$ cat src/rtl/cmd_decode_ctrl_if.sv
// Command, lookup, sensor-configuration and response signals of cmd_decode_ctrl.
// master: command parser / LUT / response consumer side; slave: the decoder.
interface cmd_decode_ctrl_if #(
    parameter int unsigned DATA_W = 16,
    parameter int unsigned NUM_CH = 4
);
    logic [15:0]              op_code_bus;
    logic [DATA_W-1:0]        user_data_bus;
    logic                     cmd_valid;
    logic                     cmd_ready;
    logic                     lut_req;
    logic [7:0]               lut_addr;
    logic                     lut_ack;
    logic [DATA_W-1:0]        lut_data;
    logic [NUM_CH*DATA_W-1:0] sens_cfg;
    logic [NUM_CH-1:0]        sens_start;
    logic                     rsp_valid;
    logic                     rsp_ready;
    logic [DATA_W-1:0]        rsp_data;
    logic [1:0]               rsp_status;
    logic                     busy;

    modport master (
        output op_code_bus, user_data_bus, cmd_valid, lut_ack, lut_data, rsp_ready,
        input  cmd_ready, lut_req, lut_addr, sens_cfg, sens_start,
               rsp_valid, rsp_data, rsp_status, busy
    );

    modport slave (
        input  op_code_bus, user_data_bus, cmd_valid, lut_ack, lut_data, rsp_ready,
        output cmd_ready, lut_req, lut_addr, sens_cfg, sens_start,
               rsp_valid, rsp_data, rsp_status, busy
    );
endinterface

$ cat src/rtl/cmd_decode_ctrl.sv
// Command decoder and sensor-configuration controller: buffers opcode/data words
// in a FIFO, executes them against per-channel configuration registers (with an
// optional LUT fetch) and returns one status/response per command.
module cmd_decode_ctrl #(
    parameter int unsigned       DATA_W      = 16,
    parameter int unsigned       NUM_CH      = 4,
    parameter int unsigned       DEPTH       = 4,
    parameter int unsigned       TIMEOUT     = 255,
    parameter logic [DATA_W-1:0] DEFAULT_CFG = '0
) (
    input  logic             clock,
    input  logic             reset_n,   // active-high asynchronous reset
    cmd_decode_ctrl_if.slave bus
);
    localparam int unsigned PTR_W  = (DEPTH > 1) ? $clog2(DEPTH) : 1;
    localparam int unsigned CNT_W  = PTR_W + 1;
    localparam int unsigned WAIT_W = 9;

    localparam logic [3:0] OP_LOOKUP  = 4'h1;
    localparam logic [3:0] OP_CONFIG  = 4'h2;
    localparam logic [3:0] OP_DEFAULT = 4'h3;
    localparam logic [3:0] OP_READ    = 4'h4;

    localparam logic [1:0] ST_OK      = 2'b00;
    localparam logic [1:0] ST_BAD_OP  = 2'b01;
    localparam logic [1:0] ST_BAD_CH  = 2'b10;
    localparam logic [1:0] ST_TIMEOUT = 2'b11;

    typedef struct packed {
        logic [15:0]       op;
        logic [DATA_W-1:0] data;
    } cmd_t;

    typedef enum logic [1:0] {IDLE, EXEC, LOOKUP, RESP} state_t;

    // FIFO storage and bookkeeping
    cmd_t             mem [DEPTH];
    logic [PTR_W-1:0] wr_ptr_q, rd_ptr_q;
    logic [CNT_W-1:0] count_q, count_d;
    logic             nempty_q;
    logic             cmd_ready_q;
    logic             push, pop;

    // Controller state and registered outputs
    state_t             state_q, state_d;
    cmd_t               cmd_q, cmd_d;
    logic [DATA_W-1:0]  cfg_q [NUM_CH];
    logic [DATA_W-1:0]  cfg_d [NUM_CH];
    logic [NUM_CH-1:0]  start_q, start_d;
    logic               rsp_valid_q, rsp_valid_d;
    logic [DATA_W-1:0]  rsp_data_q, rsp_data_d;
    logic [1:0]         rsp_status_q, rsp_status_d;
    logic               lut_req_q, lut_req_d;
    logic [7:0]         lut_addr_q, lut_addr_d;
    logic [WAIT_W-1:0]  wait_q, wait_d;
    logic               busy_q, busy_d;

    logic [3:0]         cmd_opc, cmd_ch;
    logic               ch_ok;
    logic [DATA_W-1:0]  cfg_sel;

    assign push    = bus.cmd_valid && cmd_ready_q;
    assign pop     = (state_q == IDLE) && nempty_q;
    assign cmd_opc = cmd_q.op[15:12];
    assign cmd_ch  = cmd_q.op[11:8];
    assign ch_ok   = (cmd_ch < 4'(NUM_CH));

    // FIFO occupancy after this cycle's push/pop
    always_comb begin
        count_d = count_q;
        case ({push, pop})
            2'b10:   count_d = count_q + CNT_W'(1);
            2'b01:   count_d = count_q - CNT_W'(1);
            default: count_d = count_q;
        endcase
    end

    // FIFO data array (no reset needed on storage)
    always_ff @(posedge clock) begin
        if (push) begin
            mem[wr_ptr_q] <= '{op: bus.op_code_bus, data: bus.user_data_bus};
        end
    end

    // FIFO pointers, count and registered flags; non-empty flag lags count by a cycle
    always_ff @(posedge clock or posedge reset_n) begin
        if (reset_n) begin
            wr_ptr_q    <= '0;
            rd_ptr_q    <= '0;
            count_q     <= '0;
            nempty_q    <= 1'b0;
            cmd_ready_q <= 1'b0;
        end else begin
            if (push) wr_ptr_q <= wr_ptr_q + PTR_W'(1);
            if (pop)  rd_ptr_q <= rd_ptr_q + PTR_W'(1);
            count_q     <= count_d;
            nempty_q    <= (count_q != '0);
            cmd_ready_q <= (count_d < CNT_W'(DEPTH));
        end
    end

    // Next state and next values of all registered outputs
    always_comb begin
        state_d      = state_q;
        cmd_d        = cmd_q;
        cfg_d        = cfg_q;
        start_d      = '0;
        rsp_valid_d  = rsp_valid_q;
        rsp_data_d   = rsp_data_q;
        rsp_status_d = rsp_status_q;
        lut_req_d    = lut_req_q;
        lut_addr_d   = lut_addr_q;
        wait_d       = wait_q;
        cfg_sel      = '0;
        for (int c = 0; c < NUM_CH; c++) begin
            if (cmd_ch == 4'(c)) cfg_sel = cfg_q[c];
        end

        case (state_q)
            IDLE: begin
                if (nempty_q) begin
                    cmd_d   = mem[rd_ptr_q];
                    state_d = EXEC;
                end
            end
            EXEC: begin
                state_d      = RESP;
                rsp_valid_d  = 1'b1;
                rsp_status_d = ST_OK;
                rsp_data_d   = '0;
                case (cmd_opc)
                    OP_LOOKUP: begin
                        if (ch_ok) begin
                            state_d     = LOOKUP;
                            rsp_valid_d = 1'b0;
                            lut_req_d   = 1'b1;
                            lut_addr_d  = cmd_q.op[7:0];
                            wait_d      = '0;
                        end else begin
                            rsp_status_d = ST_BAD_CH;
                        end
                    end
                    OP_CONFIG: begin
                        if (ch_ok) begin
                            for (int c = 0; c < NUM_CH; c++) begin
                                if (cmd_ch == 4'(c)) begin
                                    cfg_d[c]   = cmd_q.data;
                                    start_d[c] = 1'b1;
                                end
                            end
                            rsp_data_d = cmd_q.data;
                        end else begin
                            rsp_status_d = ST_BAD_CH;
                        end
                    end
                    OP_DEFAULT: begin
                        rsp_data_d = DEFAULT_CFG;
                        if (ch_ok) begin
                            for (int c = 0; c < NUM_CH; c++) begin
                                if (cmd_ch == 4'(c)) begin
                                    cfg_d[c]   = DEFAULT_CFG;
                                    start_d[c] = 1'b1;
                                end
                            end
                        end else if (cmd_ch == 4'hF) begin
                            for (int c = 0; c < NUM_CH; c++) begin
                                cfg_d[c] = DEFAULT_CFG;
                            end
                            start_d = '1;
                        end else begin
                            rsp_status_d = ST_BAD_CH;
                        end
                    end
                    OP_READ: begin
                        if (ch_ok) begin
                            rsp_data_d = cfg_sel;
                        end else begin
                            rsp_status_d = ST_BAD_CH;
                        end
                    end
                    default: rsp_status_d = ST_BAD_OP;
                endcase
            end
            LOOKUP: begin
                // ack takes priority over a timeout in the same cycle
                if (bus.lut_ack) begin
                    for (int c = 0; c < NUM_CH; c++) begin
                        if (cmd_ch == 4'(c)) begin
                            cfg_d[c]   = bus.lut_data;
                            start_d[c] = 1'b1;
                        end
                    end
                    state_d      = RESP;
                    lut_req_d    = 1'b0;
                    rsp_valid_d  = 1'b1;
                    rsp_data_d   = bus.lut_data;
                    rsp_status_d = ST_OK;
                end else if (wait_q == WAIT_W'(TIMEOUT)) begin
                    state_d      = RESP;
                    lut_req_d    = 1'b0;
                    rsp_valid_d  = 1'b1;
                    rsp_data_d   = '0;
                    rsp_status_d = ST_TIMEOUT;
                end else begin
                    wait_d = wait_q + WAIT_W'(1);
                end
            end
            RESP: begin
                if (bus.rsp_ready) begin
                    rsp_valid_d = 1'b0;
                    state_d     = IDLE;
                end
            end
            default: state_d = IDLE;
        endcase

        busy_d = (state_d != IDLE) || (count_d != '0);
    end

    // State and output registers
    always_ff @(posedge clock or posedge reset_n) begin
        if (reset_n) begin
            state_q      <= IDLE;
            cmd_q        <= '0;
            for (int c = 0; c < NUM_CH; c++) begin
                cfg_q[c] <= DEFAULT_CFG;
            end
            start_q      <= '0;
            rsp_valid_q  <= 1'b0;
            rsp_data_q   <= '0;
            rsp_status_q <= ST_OK;
            lut_req_q    <= 1'b0;
            lut_addr_q   <= '0;
            wait_q       <= '0;
            busy_q       <= 1'b0;
        end else begin
            state_q      <= state_d;
            cmd_q        <= cmd_d;
            cfg_q        <= cfg_d;
            start_q      <= start_d;
            rsp_valid_q  <= rsp_valid_d;
            rsp_data_q   <= rsp_data_d;
            rsp_status_q <= rsp_status_d;
            lut_req_q    <= lut_req_d;
            lut_addr_q   <= lut_addr_d;
            wait_q       <= wait_d;
            busy_q       <= busy_d;
        end
    end

    assign bus.cmd_ready  = cmd_ready_q;
    assign bus.lut_req    = lut_req_q;
    assign bus.lut_addr   = lut_addr_q;
    assign bus.sens_start = start_q;
    assign bus.rsp_valid  = rsp_valid_q;
    assign bus.rsp_data   = rsp_data_q;
    assign bus.rsp_status = rsp_status_q;
    assign bus.busy       = busy_q;

    for (genvar c = 0; c < NUM_CH; c++) begin : g_cfg
        assign bus.sens_cfg[c*DATA_W +: DATA_W] = cfg_q[c];
    end
endmodule

$ cat src/flat_wrapper.sv
// flat-port wrapper written by rule: the top's interface ports become plain ports
module cmd_decode_ctrl_flat 
#(
    parameter int unsigned       DATA_W      = 16,
    parameter int unsigned       NUM_CH      = 4,
    parameter int unsigned       DEPTH       = 4,
    parameter int unsigned       TIMEOUT     = 255,
    parameter logic [DATA_W-1:0] DEFAULT_CFG = '0
)
  (clock, reset_n, bus_op_code_bus, bus_user_data_bus, bus_cmd_valid, bus_lut_ack, bus_lut_data, bus_rsp_ready, bus_cmd_ready, bus_lut_req, bus_lut_addr, bus_sens_cfg, bus_sens_start, bus_rsp_valid, bus_rsp_data, bus_rsp_status, bus_busy);
  cmd_decode_ctrl_if #(.DATA_W(DATA_W), .NUM_CH(NUM_CH)) bus_i ();
  input  logic clock;
  input  logic reset_n;
  input wire logic [$bits(bus_i.op_code_bus)-1:0] bus_op_code_bus;
  input wire logic [$bits(bus_i.user_data_bus)-1:0] bus_user_data_bus;
  input wire logic [$bits(bus_i.cmd_valid)-1:0] bus_cmd_valid;
  input wire logic [$bits(bus_i.lut_ack)-1:0] bus_lut_ack;
  input wire logic [$bits(bus_i.lut_data)-1:0] bus_lut_data;
  input wire logic [$bits(bus_i.rsp_ready)-1:0] bus_rsp_ready;
  output wire logic [$bits(bus_i.cmd_ready)-1:0] bus_cmd_ready;
  output wire logic [$bits(bus_i.lut_req)-1:0] bus_lut_req;
  output wire logic [$bits(bus_i.lut_addr)-1:0] bus_lut_addr;
  output wire logic [$bits(bus_i.sens_cfg)-1:0] bus_sens_cfg;
  output wire logic [$bits(bus_i.sens_start)-1:0] bus_sens_start;
  output wire logic [$bits(bus_i.rsp_valid)-1:0] bus_rsp_valid;
  output wire logic [$bits(bus_i.rsp_data)-1:0] bus_rsp_data;
  output wire logic [$bits(bus_i.rsp_status)-1:0] bus_rsp_status;
  output wire logic [$bits(bus_i.busy)-1:0] bus_busy;
  assign bus_i.op_code_bus = bus_op_code_bus;
  assign bus_i.user_data_bus = bus_user_data_bus;
  assign bus_i.cmd_valid = bus_cmd_valid;
  assign bus_i.lut_ack = bus_lut_ack;
  assign bus_i.lut_data = bus_lut_data;
  assign bus_i.rsp_ready = bus_rsp_ready;
  assign bus_cmd_ready = bus_i.cmd_ready;
  assign bus_lut_req = bus_i.lut_req;
  assign bus_lut_addr = bus_i.lut_addr;
  assign bus_sens_cfg = bus_i.sens_cfg;
  assign bus_sens_start = bus_i.sens_start;
  assign bus_rsp_valid = bus_i.rsp_valid;
  assign bus_rsp_data = bus_i.rsp_data;
  assign bus_rsp_status = bus_i.rsp_status;
  assign bus_busy = bus_i.busy;
  cmd_decode_ctrl #(.DATA_W(DATA_W), .NUM_CH(NUM_CH), .DEPTH(DEPTH), .TIMEOUT(TIMEOUT), .DEFAULT_CFG(DEFAULT_CFG)) u_core (.clock(clock), .reset_n(reset_n), .bus(bus_i));
endmodule
$ cat config.mk
export PLATFORM = sky130hd
export DESIGN_NAME = cmd_decode_ctrl_flat
export DESIGN_NICKNAME = d
export VERILOG_FILES = /design/src/rtl/cmd_decode_ctrl_if.sv /design/src/rtl/cmd_decode_ctrl.sv /design/src/flat_wrapper.sv
export SDC_FILE = /design/constraint.sdc
export NUM_CORES = 1
export LEC_CHECK = 0
export CORE_AREA = 10 10 165 167
export DETAILED_ROUTE_END_ITERATION = 12
export DIE_AREA = 0 0 175 177
export PLACE_DENSITY = 0.7
export SYNTH_ARGS = -nofsm -noshare
export SYNTH_HDL_FRONTEND = slang
export SYNTH_SLANG_ARGS = --single-unit
$ cat constraint.sdc
create_clock -name clock -period 11.05 [get_ports clock]
set_input_delay 1.6575 -clock clock [delete_from_list [all_inputs] [get_ports clock]]
set_output_delay 1.6575 -clock clock [all_outputs]
set_load 0.1 [all_outputs]
### Yosys cells after proc, flatten, opt, wreduce, memory -nomap -nowiden

Memories as Yosys holds them, arrays and structs flattened. A register that Yosys moved wholly into a read port is not among the register bits.
Cells that the tools add are included.

| word-level totals | value |
|---|---|
| flip-flop bits (word level) | 117 |
| RAM bits | 128 |
| bits of input ports | 53 |
| output and inout port bits | 98 |
| logic and storage cells | 154 |
| memories | 1 |

Memory list:

| name | words | bits a word | rd ports | clocked after Yosys merged registers in | write ports | RTL line | RTL |
|---|---|---|---|---|---|---|---|
| u_core.mem | 4 | 32 | 1 | 1 | 1 | cmd_decode_ctrl.sv:37 | `cmd_t mem [DEPTH];` |

| cells by class | value |
|---|---|
| add/subtract/negate cells | 5 |
| magnitude comparators | 2 |
| eq/ne operators | 36 |
| muxes and demuxes | 71 |
| reduce and logical (&&, ||, !) cells | 21 |

Operators with widths:

| cell | count |
|---|---|
| 16-bit 2-to-1 mux | 20 |
| 64-bit 2-to-1 mux | 4 |
| 64-bit case mux with 2 select lines | 2 |
| 16-bit case mux with 2 select lines | 2 |
| 9-bit 2-to-1 mux | 4 |
| 8-bit AND reduction | 4 |
| 2-bit 2-to-1 mux | 10 |
| 3-bit by 2-bit inequality test with 1-bit output, second input constant | 6 |
| 9-bit case mux with 2 select lines | 1 |
| 4-bit by 2-bit == test with 1-bit output, second input constant | 4 |
| 1-bit 2-to-1 mux | 16 |
| 4-bit 2-to-1 mux | 4 |
| 4-bit inequality test, second input constant | 4 |
| 4-bit case mux with 2 select lines | 2 |
| 2-bit by 1-bit inequality test with 1-bit output, second input constant | 5 |
| 2-bit inequality test, second input constant | 5 |
| 9-bit by 1-bit adder with 9-bit output, second input constant | 1 |
| 9-bit by 8-bit == test with 1-bit output, second input constant | 1 |
| 3-bit nonzero test | 3 |
| 4-bit by 1-bit == test with 1-bit output, second input constant | 2 |
| 2-bit case mux with 2 select lines | 2 |
| 2-bit case mux with 4 select lines | 1 |
| 2-bit == test, second input constant | 3 |
| 3-bit case mux with 2 select lines | 1 |
| 22 further kinds | 28 |

### Longest topological paths before layout

Gate-level depths: netlist of the first run.

| depth | value |
|---|---|
| depth in word-level cells | 8 |
| depth in mapped cells | 13 |
| depth with buffers taken out | 11 |

### Worst setup path before layout of the first run

No wires, ideal clock.

| path | value |
|---|---|
| path kind | input port to flip-flop |
| start point | input bus_cmd_valid |
| end point | register u_core.busy_q (netlist: u_core.bus.busy) |
| setup time | 126 ps |
| arrival | 3067 ps |
| data required time | 10924 ps |
| slack | 7857 ps |
| cell stages on the path | 9 |
| path buffers | 0 |
| cells stage by stage | nand2_1 -> ha_1 -> inv_1 -> fa_1 -> xor2_1 -> nor2_1 -> xor2_1 -> nor4_1 -> nand2b_1 |

| between the ends | value |
|---|---|
| cells in the longest elaborated chain, start to end | 5 |
| elaborated cells between the ends (all ways) | 6 |
| classes of those cells | eq/ne (2); mux (1); reduce/logical (3) |

RTL lines:

| what | RTL line | RTL |
|---|---|---|
| start: declaration | flat_wrapper.sv:16 | `input wire logic [$bits(bus_i.cmd_valid)-1:0] bus_cmd_valid;` |
| 1-bit logical AND (*) | cmd_decode_ctrl.sv:62 | `assign push = bus.cmd_valid && cmd_ready_q;` |
| 2-bit by 1-bit == test with 1-bit output or 2-bit == test (tied branches) | cmd_decode_ctrl.sv:71 | `case ({push, pop})` |
| 3-bit case mux with 2 select lines (*) | cmd_decode_ctrl.sv:71 |  |
| named net u_core.count_d[2] | cmd_decode_ctrl.sv:39 | `logic [CNT_W-1:0] count_q, count_d;` |
| 3-bit nonzero test (*) | cmd_decode_ctrl.sv:217 | `busy_d = (state_d != IDLE) \|\| (count_d != '0);` |
| 1-bit logical OR (*) | cmd_decode_ctrl.sv:217 |  |
| named net u_core.busy_d | cmd_decode_ctrl.sv:56 | `logic busy_q, busy_d;` |
| end signal: assignment | cmd_decode_ctrl.sv:247 | `busy_q <= busy_d;` |
| end: declaration | cmd_decode_ctrl.sv:56 |  |

The timed path passes the listed nets; every way through them passes the cells marked *.
A chain may end at the register's enable or synchronous reset.

### Worst setup path in the final report of the first run

| path | value |
|---|---|
| start point | register u_core.cfg_q, in the netlist u_core.bus.sens_cfg[42] |
| end point | output bus_sens_cfg[42] |

RTL lines:

| what | RTL line | RTL |
|---|---|---|
| start: declaration | cmd_decode_ctrl.sv:47 | `logic [DATA_W-1:0] cfg_q [NUM_CH];` |
| start signal: assignment | cmd_decode_ctrl.sv:239 | `cfg_q <= cfg_d;` |
| end: declaration | flat_wrapper.sv:23 | `output wire logic [$bits(bus_i.sens_cfg)-1:0] bus_sens_cfg;` |

No word-level cell between the ends.

==> results of run 1 <==
==> registers in the layout, summed over array words and instances (netlist names), 2 cells and up <==
name,flops
u_core.mem,128
u_core.bus.rsp_status,2
u_core.count_q,3
u_core.cmd_q,24
u_core.wait_q,9
u_core.rd_ptr_q,2
u_core.bus.lut_addr,8
u_core.bus.rsp_data,16
u_core.state_q,2
u_core.wr_ptr_q,2
u_core.cmd_opc,4
u_core.bus.sens_start,4
u_core.cmd_ch,4
u_core.bus.sens_cfg,64
==> synth_stat cells, types with 5 or more instances <==
cell type / instances
o221ai_1: 5
xor2_1: 9
nand4_1: 6
a22oi_1: 12
and3_1: 7
o21a_1: 7
a22o_1: 17
ha_1: 12
mux4_2: 48
nand2b_1: 6
mux2_4: 30
o21ai_1: 6
nor2_1: 14
clkbuf_1: 22
mux2_2: 74
inv_1: 13
o21ai_0: 19
nand2_1: 37
a21oi_1: 26
edfxtp_1: 128
or3_1: 7
dfrtp_1: 149
buf_2: 11
==> metrics by stage <==
| step | setup slack [ns] | cell area [um^2] | instances | util |
|---|---|---|---|---|
| finish | 7.27 | 14500 | 1218 | 0.604 |
| global route | 7.22 | 14500 | 1218 | 0.604 |
| CTS | 7.25 | 14500 | 1217 | 0.604 |
| detailed placement | 7.20 | 13600 | 1164 | 0.567 |
| global placement | 7.30 | 13600 | 1164 | 0.567 |
| floorplan | 5.38 | 11800 | 719 | - |
==> cell families after synthesis <==
group,after synthesis,synth area share
DFF,277,0.643
muxes,153,0.202
AOI/OAI and AO/OA,109,0.0626
and+or+nand+nor,103,0.0488
buffers and inverters,52,0.0203
adders and majority gates,13,0.0145
xor gates and xnor gates,12,0.00893
==> layout make-up <==
cell class | count | area [um^2]
inverter | 13 | 53.8
antenna | 1 | 2.50
multi-input combinational | 390 | 3970
clock inverter | 17 | 135
tap | 324 | 405
sequential | 277 | 7570
timing repair buffer | 160 | 1580
clock buffer | 36 | 752
fill | 1815 | 9490
==> how the worst max path moves through the flow <==
stage / to / cells after the start / slack, ns
final: bus_sens_cfg[42] / 1 / 7.27
after global routing: bus_cmd_ready / 1 / 7.22
after CTS: bus_sens_cfg[50] / 1 / 7.25
after detailed placement: u_core.bus.busy$_DFF_PP0_ / 10 / 7.20
after global placement: u_core.bus.busy$_DFF_PP0_ / 10 / 7.30
after floorplan: u_core.bus.busy$_DFF_PP0_ / 1 / 5.38
==> per-layer routing <==
metal  global-route usage  vias up  share of wire
met3               0.0440       35          0.074
met4               0.0498        0          0.020
met2                0.295      262           0.49
li1                     -     3073              -
met5                    0        -              0
met1                0.223     3653           0.41
==> results_dict.tcl, run 1 <==
set metrics [dict create \
    status "complete, no violations" \
    synth_edf_count 128 \
    synth_area_um2 11800 \
    grt_max_degree 88 \
    htreeDepth 1 \
    cts_resized 0 \
    hold_path_startpoint "u_core.count_q[2]$_DFF_PP0_" \
    numCtsBuffers 29 \
    skew_ns 0.00764 \
    critPathRequiredTime_ns 9.39 \
    slowest_stage "clkdlybuf4s50_1" \
    arrival_ns 2.12 \
    worstHoldPathCells 1 \
    antenna_found_initial 1 \
    cts_tree "yes" \
    final_layout_size_suffix_gt1_frac 0.240 \
    maxCapViolations 0 \
    gr-total-overflow 0 \
    design.core.area_um2 24000 \
    syn_inst 719 \
    synth_nets 785 \
    r2r-start "u_core.state_q[0]$_DFF_PP0_" \
    clkTransAtPathRegs_ns 0.06 \
    fmax_mhz 264 \
    hp-class "register to register" \
    vias_per_cell 5.77 \
    synthArstFlopShare 0.538 \
    synth_top_area_frac 0.326 \
    yosys_warnings 0 \
    finalCriticalPeriod_ns 3.78 \
    period_share 0.342 \
    hold_viol 0 \
    syn_avg_cell_area_um2 16.4 \
    hold_buffers 0 \
    initial_utilization 0.491 \
    antenna_left 0 \
    grt_pass1_wl_mm 43.5 \
    drc_errors 0 \
    root_buffer "clkbuf_16" \
    ios 151 \
    synth_cell_types 55 \
    cts_buffer_depth 3 \
    cts_setup_buffers 0 \
    path_cells "clkdlybuf4s50_1" \
    place.gp.congestion 0.839 \
    ys.flop_type "dfrtp_1" \
    crit_path_start "u_core.bus.sens_cfg[42]$_DFFE_PP0P_" \
    fp.dieArea_um2 31000 \
    routedWlPerCell_um 22.6 \
    synth_area_leaders "edfxtp_1 33%, dfrtp_1 32%, mux4_2 9.2%, mux2_2 7.1%, mux2_4 3.8%" \
    ys_seq_elements 277 \
    ys_seq_area_frac 0.643 \
    syn_to_final_growth_pct 22.9 \
    layout_commonest_cell "clkdlybuf4s50_1" \
    first_pass_iters 5 \
    worst_pin_slew_ns 1.09 \
    clk_latency_ns 0.53 \
    vias 7023 \
    reg2reg_depth 11 \
    rsz0062_at_grt "no" \
    crit_buf_inv 1 \
    setup_viol 0 \
    fp.dieH_um 177 \
    tns_ns 0 \
    crit_fanout 3 \
    drv_slew 0 \
    whs_ns 0.500 \
    die_width_um 175 \
    slowest_delay_ns 1.17 \
    crit_family "buffers and inverters" \
    r2r_end "u_core.bus.busy$_DFF_PP0_" \
    min_to "u_core.nempty_q$_DFF_PP0_" \
    start_kind "register" \
    row_count 57 \
    clock_sinks 277 \
    drt-initial-drc-count 551 \
    synth_area_leader_cell "edfxtp_1" \
    final_cell_mix "150 x clkdlybuf4s50_1, 148 x dfrtp_1, 128 x edfxtp_1" \
    groute.usage.overall 0.176 \
    dpl.hpwl_mm 18.7 \
    port_buffers 150 \
    slew-limit-headroom 0.273 \
    wl_mm 27.6 \
    layout.nets 937 \
    r2r_slack_ns 7.95 \
    grt_pass1_vias 7556 \
    worst_setup_path_end_kind "output pin" \
    path_class "register to output pin" \
]
Power of run 1 is not shown: default switching activity piles up to over one toggle a cycle in this logic, so the estimate is an artifact.
==> run 2, diff against run 1 <==
==> constraint.sdc (replaced) <==
create_clock -name clock -period 3.5 [get_ports clock]
set_input_delay 0.525 -clock clock [delete_from_list [all_inputs] [get_ports clock]]
set_output_delay 0.525 -clock clock [all_outputs]
set_load 0.1 [all_outputs]
==> run 2 against run 1 <==
Against the previous run:
- design area is 0.80% higher
- highest routed layer unchanged
- first-iteration DRC count rose by 0.18%
- worst setup slack got worse by 6.5 ns
- critical path depth increased by 7
- die area did not move
- wire length rose by 0.41%
- global-route usage is 0.13 points higher
- via count grew 0.27%
==> results_dict.tcl, run 2 (synthesized netlist as in run 1, its figures left out) <==
set metrics [dict create \
    maxCapViolations 0 \
    num_antenna_cells 0 \
    path_class "register to register" \
    rsz0062_at_grt "no" \
    clock_sinks 277 \
    htreeDepth 1 \
    dpl.hpwl_mm 18.5 \
    pre_cts_ws_ns 0.744 \
    crit_fanout 5 \
    top_register "u_core.mem" \
    drc_errors 0 \
    initial_utilization 0.491 \
    antenna_left 0 \
    vias_per_cell 5.78 \
    worst-path-stages 8 \
    fmax_mhz 365 \
    layout.nets 938 \
    antenna_found_initial 0 \
    largest_reg_flops 128 \
    clkTransAtPathRegs_ns 0.06 \
    arrival_ns 3.19 \
    numCtsBuffers 28 \
    slowest_delay_ns 0.47 \
    port_buffers 150 \
    worst_setup_path_end_kind "register" \
    fin_ws_ns 0.757 \
    vias 7042 \
    die_width_um 175 \
    wl_mm 27.7 \
    crit_buf_inv 0 \
    period_share 0.784 \
    r2r_slack_ns 0.76 \
    r2r_end "u_core.wait_q[4]$_DFFE_PP0P_" \
    setup_viol 0 \
    finish.instance_area_um2 14600 \
    hold_buffers 0 \
    fp.dieArea_um2 31000 \
    place_area_um2 13600 \
    layout_commonest_cell "clkdlybuf4s50_1" \
    place.gp.congestion 0.864 \
    finalCriticalPeriod_ns 2.74 \
    crit_path_end "u_core.wait_q[4]$_DFFE_PP0P_" \
    hold_viol 0 \
    tns_ns 0 \
    grt_pass1_vias 7555 \
    final_cell_mix "150 x clkdlybuf4s50_1, 148 x dfrtp_1, 128 x edfxtp_1" \
    syn_to_final_growth_pct 23.9 \
    slowest_stage "o21ai_0" \
    groute.usage.overall 0.177 \
    grt_max_degree 49 \
    r2r-start "u_core.wait_q[0]$_DFFE_PP0P_" \
    crit_family "simple AND/OR/NAND/NOR gates" \
    design.core.area_um2 24000 \
    routedWlPerCell_um 22.7 \
    reg2reg_depth 8 \
    final_layout_size_suffix_gt1_frac 0.253 \
    crit_path_start "u_core.wait_q[0]$_DFFE_PP0P_" \
    worst_pin_slew_ns 1.01 \
    path_cells "ha_1 > and3_1 > and3_1 > ha_1 > o21ai_0 > nand3_1 > or3_1 > a21oi_1" \
    root_buffer "clkbuf_16" \
    worstHoldPathCells 1 \
    skew_ns 0.00677 \
    ios 151 \
    gr-total-overflow 0 \
    cts_tree "yes" \
    cts_resized 0 \
    clk_latency_ns 0.53 \
    hp-class "register to register" \
    drt-initial-drc-count 552 \
    drv_slew 0 \
    grt_pass1_wl_mm 43.6 \
    cts_buffer_depth 3 \
    fp.dieH_um 177 \
    start_kind "register" \
    status "complete, no violations" \
    first_pass_iters 5 \
    cts_setup_buffers 0 \
    row_count 57 \
    slew-limit-headroom 0.324 \
    critPathRequiredTime_ns 3.95 \
    whs_ns 0.479 \
]
## run 2: changes by cell type in the layout (fill, tap and decap cells not counted), sizes merged
cell	delta
bufinv	+2
clkinv	-3
inv	-2
buf	+2
clkbuf	+2
diode	-1
## run 2: worst min-delay path by stage
stage | slack [ns] | end | startpoint
floorplan | 0.45 | u_core.nempty_q$_DFF_PP0_ | u_core.count_q[2]$_DFF_PP0_
global placement | 0.47 | u_core.nempty_q$_DFF_PP0_ | u_core.count_q[2]$_DFF_PP0_
detailed placement | 0.47 | u_core.nempty_q$_DFF_PP0_ | u_core.count_q[2]$_DFF_PP0_
CTS | 0.49 | u_core.nempty_q$_DFF_PP0_ | u_core.count_q[2]$_DFF_PP0_
global route | 0.51 | u_core.bus.rsp_data[11]$_DFFE_PP0P_ | u_core.bus.rsp_data[11]$_DFFE_PP0P_
finish | 0.48 | u_core.nempty_q$_DFF_PP0_ | u_core.count_q[2]$_DFF_PP0_
## run 2: worst register-to-register path: stages, from the launching register on
cell,delay (ns)
dfrtp_1,0.41
ha_1,0.25
and3_1,0.20
and3_1,0.19
ha_1,0.27
o21ai_0,0.47
nand3_1,0.27
or3_1,0.41
a21oi_1,0.19
## run 2: stage by stage
stage	instances	util
6_report	1218	0.609
5_1_grt	1218	0.609
4_1_cts	1218	0.609
3_5_place_dp	1166	0.569
3_3_place_gp	1166	0.569
2_1_floorplan	719	-
## run 2: routing by layer
layer | wire length (um) | track usage
met3 | 2090 | 0.0454
met4 | 467 | 0.0449
met1 | 11500 | 0.224
met5 | 0 | 0
met2 | 13600 | 0.299
## run 2: layout make-up
cell class,instances,area [um^2]
Fill cell,1806,9380
Sequential cell,277,7570
Multi-Input combinational cell,390,3980
Timing Repair Buffer,162,1630
Clock buffer,38,769
Tap cell,324,405
Clock inverter,14,179
Inverter,13,52.6
Power of run 2 is left out for the same reason.
==> run 3, diff against run 2 <==
==> constraint.sdc (replaced) <==
create_clock -name clock -period 2.8 [get_ports clock]
set_input_delay 0.42 -clock clock [delete_from_list [all_inputs] [get_ports clock]]
set_output_delay 0.42 -clock clock [all_outputs]
set_load 0.1 [all_outputs]
==> run 3 against run 2 <==
Against the previous run:
- non-clock buffer count rose by 11
- worst hold slack got worse by 0.19 ns
- maximum frequency rose by 11%
- utilization fell by 0.22 points
- global-route usage rose by 0.13 points
- worst setup slack got worse by 0.43 ns
- via count fell by 0.21%
- sequential share of layout area rose by 0.19 points
- wire length rose by 1.2%
- design area fell by 0.36%
- highest routed layer unchanged
- clock-buffer cell count fell by 3
- flip-flop and latch count did not move
==> results_dict.tcl, run 3 (synthesized netlist as in run 1, its figures left out) <==
set metrics [dict create \
    num_antenna_cells 0 \
    drc_errors 0 \
    first_pass_iters 6 \
    port_buffers 150 \
    worst_pin_slew_ns 1.15 \
    syn_to_final_growth_pct 23.5 \
    finalCriticalPeriod_ns 2.47 \
    layout.nets 950 \
    root_buffer "clkbuf_16" \
    arrival_ns 2.93 \
    htreeDepth 1 \
    fp.dieArea_um2 31000 \
    drt-initial-drc-count 709 \
    grt_max_degree 39 \
    hold_viol 0 \
    critPathRequiredTime_ns 3.26 \
    largest_reg_flops 128 \
    numCtsBuffers 29 \
    cts_tree "yes" \
    hp-class "input port to asynchronous set/reset pin" \
    cts_buffer_depth 3 \
    rsz0062_at_grt "no" \
    slew-limit-headroom 0.228 \
    top_usage_layer "met2" \
    groute.usage.overall 0.179 \
    setup_viol 0 \
    start_kind "register" \
    status "complete, no violations" \
    layout_commonest_cell "dfrtp_1" \
    use_met2 0.296 \
    wl_mm 28.0 \
    antenna_left 0 \
    final_cell_mix "148 x dfrtp_1, 128 x edfxtp_1, 118 x buf_4" \
    routedWlPerCell_um 22.8 \
    gr-total-overflow 0 \
    ios 151 \
    clk_latency_ns 0.54 \
    hold_buffers 0 \
    row_count 57 \
    clkTransAtPathRegs_ns 0.06 \
    period_share 0.882 \
    die_width_um 175 \
    initial_utilization 0.491 \
    top_register "u_core.mem" \
    final_layout_size_suffix_gt1_frac 0.369 \
    place.gp.congestion 0.904 \
    antenna_found_initial 0 \
    path_class "register to register" \
    grt_pass1_wl_mm 43.8 \
    maxCapViolations 0 \
    worst_setup_path_end_kind "register" \
    design.core.area_um2 24000 \
    crit_fanout 5 \
    clock_sinks 277 \
    skew_ns 0.0153 \
    vias 7027 \
    grt_use_met1 0.233 \
    fp.dieH_um 177 \
    drv_slew 0 \
    grt_use_met3 0.0399 \
    fmax_mhz 405 \
    grt_pass1_vias 7522 \
    dpl.hpwl_mm 18.8 \
    tns_ns 0 \
    cts_setup_buffers 0 \
    vias_per_cell 5.71 \
]
## run 3: changes by cell type in the layout (fill, tap and decap cells not counted), sizes merged
cell and delta:
bufinv +4, clkinv -1, inv +1, buf +109
clkdlybuf4s50 -98, clkbuf -3
## run 3: final timing paths
| kind | from | endpoint | slack [ns] | cells after the start |
|---|---|---|---|---|
| worst max-delay path | u_core.wait_q[0]$_DFFE_PP0P_ | u_core.wait_q[4]$_DFFE_PP0P_ | 0.33 | 8 |
| worst min register to register | u_core.bus.rsp_data[1]$_DFFE_PP0P_ | u_core.bus.rsp_data[1]$_DFFE_PP0P_ | 0.50 | 2 |
| min in group clock | u_core.bus.rsp_data[1]$_DFFE_PP0P_ | u_core.bus.rsp_data[1]$_DFFE_PP0P_ | 0.50 | 2 |
| max in group asynchronous | reset_n | u_core.cmd_q[18]$_DFFE_PP0P_ | 1.72 | 3 |
| worst min-delay path | reset_n | u_core.bus.lut_req$_DFFE_PP0P_ | 0.28 | 2 |
| worst max register to register | u_core.wait_q[0]$_DFFE_PP0P_ | u_core.wait_q[4]$_DFFE_PP0P_ | 0.33 | 8 |
## run 3: layout make-up
type | count | area (um^2)
tap | 324 | 405
fill | 1811 | 9430
multi-input combinational | 390 | 3970
timing repair buffer | 173 | 1470
sequential | 277 | 7570
clock buffer | 35 | 768
clock inverter | 18 | 295
inverter | 13 | 52.6
## run 3: metal layers
| layer | up-vias | part of all wire |
|---|---|---|
| li1 | 3099 | - |
| met2 | 265 | 0.49 |
| met3 | 52 | 0.069 |
| met1 | 3611 | 0.42 |
| met4 | 0 | 0.022 |
| met5 | - | 0 |
## run 3: worst max-delay path, cell delays in order (launching register included)
cell and delay (ns):
dfrtp_1 0.42, ha_1 0.25, and3_1 0.18, and3_1 0.18, ha_1 0.25, o21ai_1 0.35, nand3_1 0.23, or3_1 0.39
a21oi_1 0.14
## run 3: through the flow
| stage | area, um^2 | hold WS, ns | worst slack, ns | cells | utilization |
|---|---|---|---|---|---|
| 2_1_floorplan | 11800 | 0.453 | 0.0849 | 719 | - |
| 6_report | 14500 | 0.284 | 0.332 | 1230 | 0.607 |
| 5_1_grt | 14500 | 0.320 | 0.160 | 1230 | 0.607 |
| 4_1_cts | 14500 | 0.287 | 0.150 | 1230 | 0.607 |
| 3_3_place_gp | 13500 | 0.477 | 0.314 | 1177 | 0.562 |
| 3_5_place_dp | 13500 | 0.479 | 0.163 | 1177 | 0.562 |
## run 3: what timing repair did
item                       CTS  global route
resized for setup            0             1
setup endpoints to repair    0             2
hold endpoints to repair     0             0
Power of run 3 is left out for the same reason.
